==> config.mk <==
export PLATFORM = sky130hd
export DESIGN_NAME = revcomp_stream
export DESIGN_NICKNAME = d
export VERILOG_FILES = /design/src/rtl/revcomp_stream.sv
export SDC_FILE = /design/constraint.sdc
export NUM_CORES = 1
export LEC_CHECK = 0
export ABC_AREA = 1
export BUFFER_PORTS_ARGS = -buffer_cell sky130_fd_sc_hd__clkbuf_2
export CAP_MARGIN = 15
export CORE_ASPECT_RATIO = 1.25
export CORE_UTILIZATION = 40
export CTS_BUF_LIST = sky130_fd_sc_hd__clkbuf_2
export DETAILED_ROUTE_END_ITERATION = 6
export HOLD_SLACK_MARGIN = 0.08
export PLACE_DENSITY = 0.61
export SLEW_MARGIN = 20
export SYNTH_ARGS = -nofsm -noshare
export SYNTH_HDL_FRONTEND = slang
export SYNTH_SLANG_ARGS = --single-unit
==> constraint.sdc <==
create_clock -name clk -period 5.51 [get_ports clk]
set_clock_uncertainty 0.2 [all_clocks]
set_input_delay 1.102 -clock clk [delete_from_list [all_inputs] [get_ports clk]]
set_output_delay 1.102 -clock clk [all_outputs]
set_load 0.005 [all_outputs]
==> src/rtl/revcomp_stream.sv <==
// revcomp_stream: store-and-forward reverse-complement engine for packed DNA words.
// Words are buffered until in_last (or DEPTH words), then replayed through a
// registered output stage with optional word-order and base-order reversal and
// per-base complement, under valid/ready backpressure.
module revcomp_stream #(
   parameter int N     = 4,
   parameter int DEPTH = 16
) (
   input  logic             clk,
   input  logic             rst,
   input  logic [1:0]       mode,
   input  logic             in_valid,
   output logic             in_ready,
   input  logic [2*N-1:0]   in_word,
   input  logic             in_last,
   output logic             out_valid,
   input  logic             out_ready,
   output logic [2*N-1:0]   out_word,
   output logic             out_last,
   output logic             overflow
);

   localparam int CW = $clog2(DEPTH + 1);
   localparam int IW = $clog2(DEPTH);

   localparam logic S_LOAD  = 1'b0;
   localparam logic S_DRAIN = 1'b1;

   logic             state;
   logic [CW-1:0]    count;
   logic [CW-1:0]    rd_ptr;
   logic [1:0]       mode_q;
   logic [2*N-1:0]   mem [DEPTH];

   logic             accept;
   logic             more;
   logic [CW-1:0]    rd_idx;
   logic [2*N-1:0]   rd_word;

   // mode bit 1 reverses base order, bit 0 complements each base (flip bit 0)
   function automatic logic [2*N-1:0] xform(input logic [2*N-1:0] w, input logic [1:0] m);
      logic [1:0]     b;
      logic [2*N-1:0] r;
      r = '0;
      for (int unsigned i = 0; i < N; i++) begin
         b = m[1] ? w[2*(N-1-i) +: 2] : w[2*i +: 2];
         r[2*i +: 2] = {b[1], b[0] ^ m[0]};
      end
      return r;
   endfunction

   assign in_ready = (state == S_LOAD);
   assign accept   = in_valid & in_ready;
   assign more     = (rd_ptr < count);
   // reversing modes walk the buffer from the newest entry back to entry 0
   assign rd_idx   = mode_q[1] ? (count - 1'b1 - rd_ptr) : rd_ptr;
   assign rd_word  = mem[rd_idx[IW-1:0]];

   // buffer write port: one entry per accepted input word
   always_ff @(posedge clk) begin
      if (accept)
         mem[count[IW-1:0]] <= in_word;
   end

   // control FSM, output register and overflow pulse
   always_ff @(posedge clk) begin
      if (!rst) begin
         state     <= S_LOAD;
         count     <= '0;
         rd_ptr    <= '0;
         mode_q    <= '0;
         out_valid <= 1'b0;
         out_word  <= '0;
         out_last  <= 1'b0;
         overflow  <= 1'b0;
      end else begin
         overflow <= 1'b0;
         case (state)
            S_LOAD: begin
               if (accept) begin
                  count <= count + 1'b1;
                  if (count == '0)
                     mode_q <= mode;
                  if (in_last || count == CW'(DEPTH - 1)) begin
                     state    <= S_DRAIN;
                     rd_ptr   <= '0;
                     overflow <= ~in_last;
                  end
               end
            end
            S_DRAIN: begin
               // output register refills when empty or when its word is taken
               if (!out_valid || out_ready) begin
                  if (out_valid && out_last) begin
                     state     <= S_LOAD;
                     count     <= '0;
                     rd_ptr    <= '0;
                     out_valid <= 1'b0;
                     out_last  <= 1'b0;
                  end else if (more) begin
                     out_word  <= xform(rd_word, mode_q);
                     out_valid <= 1'b1;
                     out_last  <= (rd_ptr + 1'b1 == count);
                     rd_ptr    <= rd_ptr + 1'b1;
                  end
               end
            end
            default: state <= S_LOAD;
         endcase
      end
   end

endmodule

==> out/summary.txt <==
Flop and latch count out of synthesis - 152
Yosys top cell area share - 54.38%
Final Net Count - 782
Final period utilization - 73.16%
Worst-margin pin slew - 0.9957 ns
Sw Pwr - 667.2 uW
Yosys Warn Count - 0
Final wirelength - 17.16 mm
Syn nets - 764
Hold buffers post-CTS - 0
Commonest non-fill, non-tap cell in the layout - nand3_1
Final Util - 43.50%
Post-CTS Resized - 0
F_max - 0.2481 GHz
Synth Area in Compound Gates - 2.974%
Pwr per Cell Area - 296.6 mW/mm^2
Switching part of the total - 29.79%
Initial DRC Count - 330
Combinational share of power - 14.8%
Buf/Inv on CP - 4
XOR/XNOR share of the synthesized area - 0.6196%
First drt pass iteration count - 5
Worst min path class - flip-flop to flip-flop
Worst vdd ir - 0.0001115 V
CP Capture Type - flip-flop
Top-Level Pins - 27
Worst-Skew Late Latency - 0.73 ns
Vias per cell - 5.122
MaxCap Viol Count - 0
Critical Path RT - 5.95 ns
DR DRC count - 0
Pin count of the biggest net entering global routing - 57
Area Growth Syn to Fin - 6.868%
Internal - 1573 uW
Leakage - 0.003032 uW
Mapped Avg Cell Area - 9.616 sq um
TNS Setup - 0 ns
Yosys cell types - 28
Worst-path fanout max - 33
CTS buffer count - 17
Adder-cell area share of the yosys netlist - 2.585%
Die area - 0.01821 sq mm
Core area - 0.01736 sq mm
Max stage delay on crit path - 0.90 ns
Crit Path Category - flip-flop to flip-flop
Most frequent cells in the layout - nand3_1 (181), nand2_1 (165), edfxtp_1 (128)
Clk sinks - 152
Post-synth top area cell - edfxtp_1
Slew HR - 33.21%
Ys async rst share - 0%
Family with the most delay on the worst path - buffers and inverters
Largest family of logic cells by synthesized area - simple AND/OR/NAND/NOR gates
Die Ht - 150.6 um
CTS Buffer Depth - 2
Mux contribution to synthesized area - 0%
Final setup violation count - 0
Minimum clock period - 4.031 ns
Synth Flop Type - edfxtp_1
Power share of the clock group - 28.0%
DIE WIDTH - 120.9 um
RSZ-0062 raised after global routing - false
Post-CTS Setup Inserts - 0
Global route overflow - 0
Rows - 54
Top cells by area, synth - edfxtp_1 (54%), nand3_1 (13%), nand2_1 (8.8%), dfxtp_1 (6.8%), inv_1 (5.5%)
Root Buffer - clkbuf_2
Crit-path cells - inv_1 -> fa_1 -> nand2_1 -> o21ai_2 -> buf_4 -> clkinv_1 -> nand3_1 -> nand3_1 -> nand3_1 -> nand3_1 -> nand3_1 -> nand3_1 -> nand2_1 -> inv_1
Sequential element share of the synthesized area - 61.18%
Initial antenna violation count - 1
Via count - 5076
Post-DP HPWL - 11.35 mm
H-tree depth - 4
CTS tree - done
Final ANT Viol Nets - 0
Startpoint types - flip-flop
Mapped Cells - 735
Most common cell on crit path - nand3_1
Final Hold Fails - 0
Slowest-stage cell, CP - clkinv_1
Fraction of layout cells with a size suffix above 1 - 8.877%
Synthesized area - 0.007068 sq mm
First-pass GRT wire length - 26.54 mm
PortBufs - 26
Power consumption - 2240 uW
Clock transition at path regs - 0.23 ns
Fin. max-slew vios - 0
Result of the run - finished clean
Gpl congestion - 0.8511
Simple-gate portion of the synthesized area - 24.54%
Flop pwr share - 57.2%
GRT Resource Usage Total - 19.88%
Number of global-route vias before repair - 4952
Routed wire per std cell - 17.31 um
Post-synth EDFFs - 128
Initial core utilization - 40.70%
CP arrival - 4.47 ns
## cell families (layout without fill, tap and decap cells)
| kind of cell | Yosys count | after routing |
|---|---|---|
| AOI/OAI and AO/OA | 38 | 38 |
| xor gates and xnor gates | 5 | 5 |
| adders and majority gates | 14 | 14 |
| buffers and inverters | 134 | 165 |
| DFF | 152 | 152 |
| other | 0 | 1 |
| and+or+nand+nor | 392 | 392 |
## final cells by class
type                       instances  area [sq um]
multi-input combinational        449          2176
tap                              224         280.3
clock inverter                    15         150.1
sequential                       152          4324
antenna                            1         2.502
inverter                         106         397.9
fill                            1670          9811
timing repair buffer              27         137.6
clock buffer                      17         85.08
## per-stage QoR
stage | setup WS (ns) | area (sq um) | std cells | hold slack, ns
after floorplan | 2.848 | 7068 | 735 | 0.2646
after global placement | 1.799 | 7311 | 958 | 0.2741
after detailed placement | 1.747 | 7311 | 958 | 0.2849
after CTS | 1.696 | 7546 | 990 | 0.2868
after global routing | 1.058 | 7553 | 991 | 0.2747
final | 1.479 | 7553 | 991 | 0.3084
## worst min-delay path, delay by kind of cell, from the launching register on
kind	cells	cell delay, ns
buf+inv	1	0.06
compound gates	1	0.05
flops	1	0.39
## state kept, by name, summed over array words and instances, names as in the netlist
| register | cells |
|---|---|
| out_valid | 1 |
| state | 1 |
| overflow | 1 |
| count | 5 |
| out_word | 8 |
| mode_q | 2 |
| rd_ptr | 5 |
| out_last | 1 |
| mem | 128 |
## power groups by stage
stage	Clock, uW	Combinational (uW)	Sequential [uW]
2_1_floorplan	0	248	1300
3_5_place_dp	0	333	1310
6_report	628	331	1280
5_1_grt	686	370	1280
4_1_cts	640	334	1280
3_3_place_gp	0	331	1310
## metal layers
layer	vias up	global-route usage, %	wire [um]	share of wire (%)
met5	-	0	0	0
met4	0	7.963	470	2.7
met3	33	3.409	663	3.9
met2	126	35.60	8902	52
met1	2414	23.51	7123	42
li1	2503	-	-	-
## worst paths after layout
| check | from | end | slack, ns | depth (start not counted) |
|---|---|---|---|---|
| worst max register to register | count[1] | out_word[0] | 1.48 | 14 |
| worst min register to register | out_last | out_last | 0.31 | 2 |
| worst min-delay path | out_last | out_last | 0.31 | 2 |
| worst max-delay path | count[1] | out_word[0] | 1.48 | 14 |
## cells in the mapped netlist, types with 5 or more instances
cell type and instances:
ha_1 13, clkbuf_1 5, nor2_1 33, inv_1 104, nand3_1 181, o21ai_0 6, buf_2 14, edfxtp_1 128
dfxtp_1 24, buf_6 5, a21oi_1 25, nand2_1 165
No activity file was read; power rests on OpenSTA's default activity.
